`config.mk`:
```
export PLATFORM = sky130hd
export DESIGN_NAME = ex_stage_mc
export DESIGN_NICKNAME = d
export VERILOG_FILES = /design/src/rtl/ex_stage_mc.sv
export SDC_FILE = /design/constraint.sdc
export NUM_CORES = 2
export LEC_CHECK = 0
export BUFFER_PORTS_ARGS = -buffer_cell sky130_fd_sc_hd__buf_2
export CORE_MARGIN = 2
export CORE_UTILIZATION = 47
export DETAILED_ROUTE_END_ITERATION = 16
export PLACE_DENSITY = 0.78
export SYNTH_ARGS = -nofsm -noshare
export SYNTH_HDL_FRONTEND = slang
export SYNTH_SLANG_ARGS = --single-unit
```
`constraint.sdc`:
```
create_clock -name clk -period 9.8 [get_ports clk]
set_clock_uncertainty 0.1 [all_clocks]
set_input_delay 1.47 -clock clk [delete_from_list [all_inputs] [get_ports clk]]
set_output_delay 1.47 -clock clk [all_outputs]
set_load 0.005 [all_outputs]
```
`src/rtl/ex_stage_mc.sv`:
```
// MIPS execute stage with forwarding, ALU, branch-target adder and an iterative
// multiply/divide unit that owns HI/LO and stalls the pipe while it runs.
//
// state | meaning
// IDLE  | normal single-cycle execute; a mult/div start launches RUN
// RUN   | one shift-add or restoring-subtract step per cycle; outputs are bubbles
module ex_stage_mc #(
   parameter int DATA_WIDTH     = 32,
   parameter int REG_ADDR_BITS  = 5,
   parameter int EXEC_BUS_WIDTH = 12,
   parameter int MEM_BUS_WIDTH  = 3,
   parameter int WB_BUS_WIDTH   = 2,
   parameter int FW_SEL_WIDTH   = 2
) (
   input  logic                      clk,
   input  logic                      reset,
   input  logic [EXEC_BUS_WIDTH-1:0] execute_bus_in,
   input  logic [MEM_BUS_WIDTH-1:0]  memory_bus_in,
   input  logic [WB_BUS_WIDTH-1:0]   wb_bus_in,
   input  logic [DATA_WIDTH-1:0]     reg_rs_data_in,
   input  logic [DATA_WIDTH-1:0]     reg_rs_data_from_mem_in,
   input  logic [DATA_WIDTH-1:0]     reg_rs_data_from_wb_in,
   input  logic [DATA_WIDTH-1:0]     reg_rt_data_in,
   input  logic [DATA_WIDTH-1:0]     reg_rt_data_from_mem_in,
   input  logic [DATA_WIDTH-1:0]     reg_rt_data_from_wb_in,
   input  logic [FW_SEL_WIDTH-1:0]   fw_mux_rs_select,
   input  logic [FW_SEL_WIDTH-1:0]   fw_mux_rt_select,
   input  logic [DATA_WIDTH-1:0]     inmediate_data_in,
   input  logic [DATA_WIDTH-1:0]     shamt_data_in,
   input  logic [REG_ADDR_BITS-1:0]  add_reg_rd_in,
   input  logic [REG_ADDR_BITS-1:0]  add_reg_rt_in,
   input  logic [DATA_WIDTH-1:0]     next_pc_in,
   input  logic                      flush_in,
   output logic [DATA_WIDTH-1:0]     alu_result_out,
   output logic [DATA_WIDTH-1:0]     reg_rt_data_out,
   output logic [DATA_WIDTH-1:0]     next_pc_out,
   output logic [REG_ADDR_BITS-1:0]  add_reg_w_out,
   output logic [MEM_BUS_WIDTH-1:0]  memory_bus_out,
   output logic [WB_BUS_WIDTH-1:0]   wb_bus_out,
   output logic                      alu_zero_flag_out,
   output logic                      busy_out,
   output logic [DATA_WIDTH-1:0]     hi_out,
   output logic [DATA_WIDTH-1:0]     lo_out
);
   localparam int SHW = $clog2(DATA_WIDTH);
   localparam int CW  = $clog2(DATA_WIDTH + 1);

   typedef enum logic {S_IDLE, S_RUN} state_t;

   logic [3:0] alu_opcode;
   logic       alu_src, reg_dst, shamt_flag, mc_start, hilo_read, hilo_sel;
   logic [1:0] mc_op;
   assign alu_opcode = execute_bus_in[3:0];
   assign alu_src    = execute_bus_in[4];
   assign reg_dst    = execute_bus_in[5];
   assign shamt_flag = execute_bus_in[6];
   assign mc_start   = execute_bus_in[7];
   assign mc_op      = execute_bus_in[9:8];
   assign hilo_read  = execute_bus_in[10];
   assign hilo_sel   = execute_bus_in[11];

   state_t                    state_q, state_d;
   logic [CW-1:0]             cnt_q, cnt_d;
   logic [DATA_WIDTH-1:0]     a_q, a_d, b_q, b_d, acc_q, acc_d, hi_q, hi_d, lo_q, lo_d;
   logic                      div_q, div_d, neg_q, neg_d, neg_rem_q, neg_rem_d;
   logic [DATA_WIDTH-1:0]     alu_result_q, alu_result_d, reg_rt_data_q, reg_rt_data_d;
   logic [DATA_WIDTH-1:0]     next_pc_q, next_pc_d;
   logic [REG_ADDR_BITS-1:0]  add_reg_w_q, add_reg_w_d;
   logic [MEM_BUS_WIDTH-1:0]  memory_bus_q, memory_bus_d;
   logic [WB_BUS_WIDTH-1:0]   wb_bus_q, wb_bus_d;
   logic                      alu_zero_q, alu_zero_d;

   logic [DATA_WIDTH-1:0]     rs_fw, rt_fw, alu_a, alu_b, alu_res;

   always_comb begin
      case (fw_mux_rs_select)
         2'b00:   rs_fw = reg_rs_data_in;
         2'b01:   rs_fw = reg_rs_data_from_mem_in;
         2'b10:   rs_fw = reg_rs_data_from_wb_in;
         default: rs_fw = '0;
      endcase
      case (fw_mux_rt_select)
         2'b00:   rt_fw = reg_rt_data_in;
         2'b01:   rt_fw = reg_rt_data_from_mem_in;
         2'b10:   rt_fw = reg_rt_data_from_wb_in;
         default: rt_fw = '0;
      endcase
   end

   // Shifts take the value to shift in A and the amount in B.
   always_comb begin
      if (shamt_flag) begin
         alu_a = alu_src ? inmediate_data_in : rt_fw;
         alu_b = shamt_data_in;
      end else begin
         alu_a = rs_fw;
         alu_b = alu_src ? inmediate_data_in : rt_fw;
      end
   end

   always_comb begin
      case (alu_opcode)
         4'b0000: alu_res = alu_a & alu_b;
         4'b0001: alu_res = alu_a | alu_b;
         4'b0010: alu_res = alu_a + alu_b;
         4'b0011: alu_res = alu_a ^ alu_b;
         4'b0100: alu_res = ~(alu_a | alu_b);
         4'b0110: alu_res = alu_a - alu_b;
         4'b0111: alu_res = {{(DATA_WIDTH-1){1'b0}}, $signed(alu_a) < $signed(alu_b)};
         4'b1000: alu_res = alu_a << alu_b[SHW-1:0];
         4'b1001: alu_res = alu_a >> alu_b[SHW-1:0];
         4'b1010: alu_res = $signed(alu_a) >>> alu_b[SHW-1:0];
         4'b1011: alu_res = {{(DATA_WIDTH-1){1'b0}}, alu_a < alu_b};
         default: alu_res = '0;
      endcase
   end

   logic bubble;
   assign bubble = flush_in | (state_q == S_RUN) | mc_start;

   always_comb begin
      alu_result_d  = '0;
      reg_rt_data_d = '0;
      next_pc_d     = '0;
      add_reg_w_d   = '0;
      memory_bus_d  = '0;
      wb_bus_d      = '0;
      alu_zero_d    = 1'b0;
      if (!bubble) begin
         alu_result_d  = hilo_read ? (hilo_sel ? hi_q : lo_q) : alu_res;
         reg_rt_data_d = rt_fw;
         next_pc_d     = next_pc_in + (inmediate_data_in << 2);
         add_reg_w_d   = reg_dst ? add_reg_rd_in : add_reg_rt_in;
         memory_bus_d  = memory_bus_in;
         wb_bus_d      = wb_bus_in;
         alu_zero_d    = (alu_res == '0);
      end
   end

   logic [DATA_WIDTH:0]       mul_sum, rem_sh;
   logic                      rem_ge, sgn_a, sgn_b;
   logic [DATA_WIDTH-1:0]     acc_n, a_n;
   logic [2*DATA_WIDTH-1:0]   prod;

   // a_q holds multiplier/quotient, acc_q the partial product high half/remainder.
   always_comb begin
      state_d   = state_q;
      cnt_d     = cnt_q;
      a_d       = a_q;
      b_d       = b_q;
      acc_d     = acc_q;
      div_d     = div_q;
      neg_d     = neg_q;
      neg_rem_d = neg_rem_q;
      hi_d      = hi_q;
      lo_d      = lo_q;
      sgn_a     = mc_op[0] & rs_fw[DATA_WIDTH-1];
      sgn_b     = mc_op[0] & rt_fw[DATA_WIDTH-1];
      mul_sum   = {1'b0, acc_q} + (a_q[0] ? {1'b0, b_q} : '0);
      rem_sh    = {acc_q, a_q[DATA_WIDTH-1]};
      rem_ge    = rem_sh >= {1'b0, b_q};
      if (div_q) begin
         acc_n = rem_ge ? (rem_sh[DATA_WIDTH-1:0] - b_q) : rem_sh[DATA_WIDTH-1:0];
         a_n   = {a_q[DATA_WIDTH-2:0], rem_ge};
      end else begin
         acc_n = mul_sum[DATA_WIDTH:1];
         a_n   = {mul_sum[0], a_q[DATA_WIDTH-1:1]};
      end
      prod = neg_q ? -{acc_n, a_n} : {acc_n, a_n};
      case (state_q)
         S_IDLE: begin
            if (mc_start && !flush_in) begin
               state_d   = S_RUN;
               cnt_d     = CW'(DATA_WIDTH);
               div_d     = mc_op[1];
               a_d       = sgn_a ? -rs_fw : rs_fw;
               b_d       = sgn_b ? -rt_fw : rt_fw;
               acc_d     = '0;
               neg_d     = sgn_a ^ sgn_b;
               neg_rem_d = sgn_a;
            end
         end
         default: begin
            a_d   = a_n;
            acc_d = acc_n;
            cnt_d = cnt_q - CW'(1);
            if (cnt_q == CW'(1)) begin
               state_d = S_IDLE;
               if (div_q) begin
                  // A zero divisor leaves the full dividend in the remainder.
                  lo_d = (b_q == '0) ? '1 : (neg_q ? -a_n : a_n);
                  hi_d = neg_rem_q ? -acc_n : acc_n;
               end else begin
                  hi_d = prod[2*DATA_WIDTH-1:DATA_WIDTH];
                  lo_d = prod[DATA_WIDTH-1:0];
               end
            end
         end
      endcase
   end

   always_ff @(posedge clk) begin
      if (!reset) begin
         state_q       <= S_IDLE;
         cnt_q         <= '0;
         a_q           <= '0;
         b_q           <= '0;
         acc_q         <= '0;
         div_q         <= 1'b0;
         neg_q         <= 1'b0;
         neg_rem_q     <= 1'b0;
         hi_q          <= '0;
         lo_q          <= '0;
         alu_result_q  <= '0;
         reg_rt_data_q <= '0;
         next_pc_q     <= '0;
         add_reg_w_q   <= '0;
         memory_bus_q  <= '0;
         wb_bus_q      <= '0;
         alu_zero_q    <= 1'b0;
      end else begin
         state_q       <= state_d;
         cnt_q         <= cnt_d;
         a_q           <= a_d;
         b_q           <= b_d;
         acc_q         <= acc_d;
         div_q         <= div_d;
         neg_q         <= neg_d;
         neg_rem_q     <= neg_rem_d;
         hi_q          <= hi_d;
         lo_q          <= lo_d;
         alu_result_q  <= alu_result_d;
         reg_rt_data_q <= reg_rt_data_d;
         next_pc_q     <= next_pc_d;
         add_reg_w_q   <= add_reg_w_d;
         memory_bus_q  <= memory_bus_d;
         wb_bus_q      <= wb_bus_d;
         alu_zero_q    <= alu_zero_d;
      end
   end

   assign alu_result_out    = alu_result_q;
   assign reg_rt_data_out   = reg_rt_data_q;
   assign next_pc_out       = next_pc_q;
   assign add_reg_w_out     = add_reg_w_q;
   assign memory_bus_out    = memory_bus_q;
   assign wb_bus_out        = wb_bus_q;
   assign alu_zero_flag_out = alu_zero_q;
   assign busy_out          = (state_q == S_RUN);
   assign hi_out            = hi_q;
   assign lo_out            = lo_q;
endmodule

```
* Word-level counts from Yosys, hierarchy flattened
Index checks and enable logic that the tools add are counted.
** Cells by class
- $add $sub $neg :: 11
- Order comparisons :: 3
- Equal/unequal tests :: 15
- Shift operators :: 3
- Multiplexer cells :: 30
- Bitwise gates (word level) :: 11
- Reductions and logical operators :: 11
** Operator list (count)
- two-way mux 32 bit :: 20
- case mux 32 bit (11 select lines) :: 1
- case mux 32 bit (3 select lines) :: 2
- negator 32 bit :: 4
- adder 32 bit :: 2
- zero test 32 bit :: 2
- < comparator 32 bit :: 2
- two-way mux 64 bit :: 1
- negator 64 bit :: 1
- subtractor 32 bit :: 2
- adder 32 x 32 -> 33 bit :: 1
- greater-or-equal comparator 33 x 32 -> 1 bit :: 1
- AND 32 bit :: 1
- inverter 32 bit :: 1
- OR 32 bit :: 1
- left shift 32 x 5 -> 32 bit :: 1
- right shift 32 x 5 -> 32 bit :: 1
- >>> shifter 32 x 5 -> 32 bit :: 1
- XOR 32 bit :: 1
- equality test 4 bit, second input constant :: 4
- equality test 4 x 3 -> 1 bit, second input constant :: 3
- two-way mux 6 bit :: 2
- equality test 4 x 2 -> 1 bit, second input constant :: 2
- equality test 6 x 1 -> 1 bit, second input constant :: 1
- other kinds (17) :: 26
** Word-level totals
- Register bits after elaboration :: 277
- Input bits :: 322

* Depth between registers and ports, before layout
- Word-level depth :: 8
- Mapped depth :: 26

* Worst setup path before layout
Ideal clock, no wire load.
- Kind :: input -> register
- Start point :: in fw_mux_rt_select[1]
- End point :: reg alu_zero_q, in the netlist alu_zero_flag_out
- Arrival time :: 7.211 ns
- Data required time :: 9.612 ns
- Setup slack :: 2.401 ns
- Stages on the path :: 25
- Cells stage by stage :: buf_1 -> buf_2 -> mux2i_1 -> o211a_1 -> o31a_1 -> buf_2 -> clkbuf_1 -> clkbuf_1 -> buf_1 -> ha_1 -> clkbuf_1 -> or4b_2 -> o21ai_0 -> a21oi_1 -> a31oi_1 -> mux2_2 -> a21boi_0 -> nand2_1 -> a2111oi_0 -> a31oi_1 -> or4_1 -> or4_1 -> nor4_1 -> nand3_1 -> nor4_2
** Between the ends
- Longest elaborated chain between the ends :: 8
- Elaborated cells between the ends (all ways) :: 20
- Classes of those cells :: 2 x add/sub; 2 x order compare; 2 x eq/ne; 3 x shift; 5 x mux; 4 x bitwise; 2 x reduce/logical
** RTL lines
- from (decl) :: RTL line 27 : input logic [FW_SEL_WIDTH-1:0] fw_mux_rt_select,
- equality test 2 bit (tied with other cells) :: RTL line 82 : case (fw_mux_rt_select)
- case mux 32 bit (3 select lines) (*) :: RTL line 82
- two-way mux 32 bit (*) :: RTL line 93, 97
- branches (longest 3 deep; another with subtractor 32 bit)
- case mux 32 bit (11 select lines) (*) :: RTL line 102 : case (alu_opcode)
- zero test 32 bit (*) :: RTL line 136 : alu_zero_d = (alu_res == '0);
- to (signal assigned) :: RTL line 238 : alu_zero_q <= alu_zero_d;
- to (decl) :: RTL line 71 : logic alu_zero_q, alu_zero_d;
Every way passes the cells marked *.
A chain may end at the register's enable or synchronous reset.

* Worst setup path after layout
- Start point :: in fw_mux_rs_select[1]
- End point :: reg alu_zero_q, in the netlist alu_zero_flag_out
** Between the ends
- Longest elaborated chain between the ends :: 7
- Elaborated cells between the ends (all ways) :: 18
- Classes of those cells :: 2 x add/sub; 2 x order compare; 2 x eq/ne; 3 x shift; 3 x mux; 4 x bitwise; 2 x reduce/logical
** RTL lines
- from (decl) :: RTL line 26 : input logic [FW_SEL_WIDTH-1:0] fw_mux_rs_select,
- equality test 2 bit (tied with other cells) :: RTL line 76 : case (fw_mux_rs_select)
- case mux 32 bit (3 select lines) (*) :: RTL line 76
- two-way mux 32 bit (*) :: RTL line 92 : if (shamt_flag) begin
- branches (longest 2 deep; another with subtractor 32 bit)
- case mux 32 bit (11 select lines) (*) :: RTL line 102
- zero test 32 bit (*) :: RTL line 136
Marked as above.

==> results.tsv <==
metric	value	unit
cts_tree	done	
synth_top_family_by_area	compound AO/OA/AOI/OAI gates	
gr-usage-all-layers	45.7	%
timing.hold.worst.class	flop to flop	
detailedRoute.firstPassIterationCount	7	
syn_area	30700	um2
whs_path_depth	2	
cellLeakagePower	15.4	nW
row_count	93	
crit_family	compound AO/OA/AOI/OAI gates	
routed_wirelength	162000	um
die_y	260	um
grt_first_pass_wirelength	229000	um
worst-path-buf-inv	2	
worstPathRequired	10190	ps
post_synth_and_or_nand_nor_area_fraction	21.5	%
max_slew.worst_pin.slew	1240	ps
critical-path-slowest-cell	sky130_fd_sc_hd__a2bb2oi_1	
worst_setup_hold_path_clk_slew	70	ps
antenna_left	0	
synth-edff-count	0	
worst_skew_pair.late_latency	580	ps
power.total	4.84	mW
final_max_slew_viol_count	0	
gp_routability_congestion	1.13	
num_io_pins	494	
hp-start	b_q[8]	
layout_worst_path_cycle_share	84.1	%
reg2reg_slack	3640	ps
detail_route.wl_per_cell	29.7	um
core-area	64600	um2
timing.reg2reg.worst_path_depth	16	
synth_nets	4783	
die_w	260	um
yosys.cell_types.count	98	
dominant_cell_type_by_count_on_the_critical_path	sky130_fd_sc_hd__a211oi_1	
grt_setup_unrepaired	false	
stdcell_area	34900	um2
critPathMaxStageDelay	940	ps
io_buffers	493	
placedInstanceArea	33700	um2
area.sequential	5550	um2
final-hold-violation-count	0	
worst_ir_drop_vdd	0.000105	V
report.final.setup_viol	0	
worstSetupStartpointType	input port	
cp_cell_sequence	buf_2 > buf_4 > mux2i_1 > a2bb2oi_1 > o2bb2ai_1 > ha_1 > nor2b_1 > o31ai_1 > a211oi_1 > o21ai_0 > a311oi_1 > a311o_1 > a41oi_1 > nor2_1 > a211oi_1 > o2111ai_1 > or3_1 > nor3_1 > nand3_1 > nor4_2	
max_clock_freq	0.121	GHz
first_global_vias	33900	
clock_tree.buffer_depth	3	
initial_utilization	47.6	%
fill_cells	6337	
timing.critical_path.arrival	8630	ps
finish.utilization	54.0	%
final_layout_size_suffix_gt1_share	17.1	%
worst_r2r_startpoint	b_q[23]	
final.hold.worst_slack	375	ps
cts_inserted_buffers	35	
synth-seq-cells	277	
path_class	input port to flop	
relSlewSlack	16.5	%
sequential_share_of_the_synthesized_area	18.0	%
dpl.cell_count	5366	
vias	37000	
fraction_of_the_mapped_netlist_area_in_adder_cells	8.43	%
synth_top_flop_cell	sky130_fd_sc_hd__dfxtp_1	
cts_sinks	277	
whs_endpoint	b_q[8]	
capture_instance_of_the_worst_register_to_register_path	hi_out[30]	
critPathCaptureType	flop	
gr-total-overflow	0	
status	complete, no violations	
synth_area_per_cell	7.22	um2
root_buffer	sky130_fd_sc_hd__clkbuf_16	
worstPathMaxFanout	33	
detailedPlace.worstSlack	1440	ps
cts_repair_resize_count	0	
final_period_minus_worst_setup_slack	8240	ps
timing.max_cap.violations	0	
final_net_count	5074	
finalSetupTns	0	ps
footprint_of_the_multi_input_gates	23400	um2
fin_ws	1560	ps
power.density	139	nW/um2
cts_hold_buf	0	
synth.yosys.warnings	0	
post_synth_xor_area_fraction	5.24	%
die-area	67500	um2
mux_cell_area_share_after_synthesis	8.93	%
cts.repair_timing.setup_buffer_count	0	
antenna_found_initial	12	
cts-htree-levels	2	
finalNonFillerCells	5435	
place_hpwl	129000	um
post-route-drc-count	0	
area_delta_synth_final	13.5	%
ys_async_sr_fraction	0	%
synth_compound_area_share	31.7	%
vias_per_cell	6.80	
grt_max_degree	83	
dr.first_iter.drc_count	5168	
postSynthCellCount	4257	
## layer usage
layer | global-route usage, % | routed length [um] | up-vias
met3 | 11.3 | 18700 | 548
li1 | - | - | 16300
met2 | 68.9 | 68100 | 2596
met5 | 0 | 51 | -
met4 | 31.6 | 13200 | 8
met1 | 57.1 | 61400 | 17500
## power by group
| part | leakage [nW] | internal, mW | switching (mW) |
|---|---|---|---|
| Combinational | 12.6 | 0.728 | 1.53 |
| Sequential | 2.25 | 1.17 | 0.0494 |
| Clock | 0.592 | 0.788 | 0.575 |
## flip-flops by register name (all words and copies together), names as in the netlist
register and cells:
hi_out 32, alu_zero_flag_out 1, reg_rt_data_out 32, a_q 32, wb_bus_out 2, memory_bus_out 3, neg_q 1, add_reg_w_out 5
busy_out 1, acc_q 32, cnt_q 6, lo_out 32, alu_result_out 32, div_q 1, b_q 32, next_pc_out 32
neg_rem_q 1
## final cells by class
cell class	instances	share of cell area, %
Tap cell	855	3.07
Clock inverter	18	0.681
Multi-Input combinational cell	3489	67.0
Inverter	182	1.96
Sequential cell	277	15.9
Antenna cell	6	0.0430
Clock buffer	45	2.76
Timing Repair Buffer	563	8.58
## cell usage after synthesis (18+ instances only)
cell type	count	area, um2
sky130_fd_sc_hd__nor2_1	430	1610
sky130_fd_sc_hd__nand2_1	423	1590
sky130_fd_sc_hd__a21oi_1	341	1710
sky130_fd_sc_hd__dfxtp_1	277	5550
sky130_fd_sc_hd__o21ai_0	254	1270
sky130_fd_sc_hd__clkbuf_1	221	830
sky130_fd_sc_hd__mux2i_1	212	2120
sky130_fd_sc_hd__ha_1	199	2490
sky130_fd_sc_hd__inv_1	177	664
sky130_fd_sc_hd__xnor2_1	115	1010
sky130_fd_sc_hd__a211oi_1	108	811
sky130_fd_sc_hd__nor3_1	90	450
sky130_fd_sc_hd__nand3_1	89	445
sky130_fd_sc_hd__and2_1	84	526
sky130_fd_sc_hd__a221oi_1	80	701
sky130_fd_sc_hd__a31oi_1	74	463
sky130_fd_sc_hd__xor2_1	69	604
sky130_fd_sc_hd__a21o_1	63	473
sky130_fd_sc_hd__nand2b_1	57	357
sky130_fd_sc_hd__o211ai_1	53	398
sky130_fd_sc_hd__buf_1	52	195
sky130_fd_sc_hd__mux2_2	52	586
sky130_fd_sc_hd__and3_1	43	269
sky130_fd_sc_hd__o22ai_1	40	250
sky130_fd_sc_hd__nand4_1	35	219
sky130_fd_sc_hd__buf_2	34	170
sky130_fd_sc_hd__o221a_2	31	349
sky130_fd_sc_hd__o21a_1	30	225
sky130_fd_sc_hd__nor2b_1	26	163
sky130_fd_sc_hd__a2bb2oi_1	25	219
sky130_fd_sc_hd__o31ai_1	24	180
sky130_fd_sc_hd__a22oi_1	23	173
sky130_fd_sc_hd__nor4_1	22	138
sky130_fd_sc_hd__o221ai_1	22	193
sky130_fd_sc_hd__o2bb2ai_1	22	193
sky130_fd_sc_hd__or3_1	21	131
sky130_fd_sc_hd__a22o_1	20	175
sky130_fd_sc_hd__nand3b_1	18	135
sky130_fd_sc_hd__or2_2	18	113
## cells in the final DEF, fill, tap and decap left out, types with 30 or more instances in the layout
cell type	instances
sky130_fd_sc_hd__o21ai_0	254
sky130_fd_sc_hd__xnor2_1	115
sky130_fd_sc_hd__o22ai_1	40
sky130_fd_sc_hd__o211ai_1	53
sky130_fd_sc_hd__and3_1	43
sky130_fd_sc_hd__a221oi_1	79
sky130_fd_sc_hd__and2_1	84
sky130_fd_sc_hd__a211oi_1	108
sky130_fd_sc_hd__a21oi_1	340
sky130_fd_sc_hd__nand2_1	423
sky130_fd_sc_hd__dfxtp_1	275
sky130_fd_sc_hd__o21a_1	30
sky130_fd_sc_hd__nor2_1	429
sky130_fd_sc_hd__clkbuf_16	35
sky130_fd_sc_hd__a31oi_1	74
sky130_fd_sc_hd__o221a_2	31
sky130_fd_sc_hd__xor2_1	69
sky130_fd_sc_hd__buf_2	492
sky130_fd_sc_hd__inv_1	176
sky130_fd_sc_hd__nor3_1	86
sky130_fd_sc_hd__nand2b_1	56
sky130_fd_sc_hd__mux2i_1	212
sky130_fd_sc_hd__ha_1	199
sky130_fd_sc_hd__buf_4	71
sky130_fd_sc_hd__nand4_1	35
sky130_fd_sc_hd__a21o_1	63
sky130_fd_sc_hd__mux2_2	52
sky130_fd_sc_hd__nand3_1	89
## how the worst max path moves through the flow
stage                              to                 from  cells past startpoint  slack [ps]
floorplan           alu_zero_flag_out  fw_mux_rt_select[1]                     25        2400
global placement    alu_zero_flag_out  fw_mux_rt_select[1]                     22        1480
detailed placement  alu_zero_flag_out  fw_mux_rs_select[1]                     20        1440
CTS                 alu_zero_flag_out  fw_mux_rs_select[1]                     20        2000
global route        alu_zero_flag_out  fw_mux_rs_select[1]                     20        1550
finish              alu_zero_flag_out  fw_mux_rs_select[1]                     20        1560
## kinds of logic (layout without fill, tap and decap cells)
kind of cell	after synthesis	count (layout)
xor+xnor	184	184
buf+inv	491	808
flops	277	277
other cells	0	6
compound gates	1426	1426
fa+ha+maj	204	204
mux	266	266
simple gates	1409	1409
## worst register-to-register path, stage by stage (launching register included)
cell and delay [ps]:
sky130_fd_sc_hd__dfxtp_1 530, sky130_fd_sc_hd__inv_1 90, sky130_fd_sc_hd__ha_1 390, sky130_fd_sc_hd__a21oi_1 270, sky130_fd_sc_hd__a21boi_0 130, sky130_fd_sc_hd__a311o_1 440
sky130_fd_sc_hd__o21ai_1 600, sky130_fd_sc_hd__nand3_2 740, sky130_fd_sc_hd__mux2_2 540, sky130_fd_sc_hd__a21oi_2 400, sky130_fd_sc_hd__nand3b_1 250, sky130_fd_sc_hd__or3_1 560
sky130_fd_sc_hd__or4_1 440, sky130_fd_sc_hd__o21ai_1 160, sky130_fd_sc_hd__xnor2_1 220, sky130_fd_sc_hd__nand2_1 90, sky130_fd_sc_hd__a21oi_1 160
No activity file was read; power rests on OpenSTA's default activity.
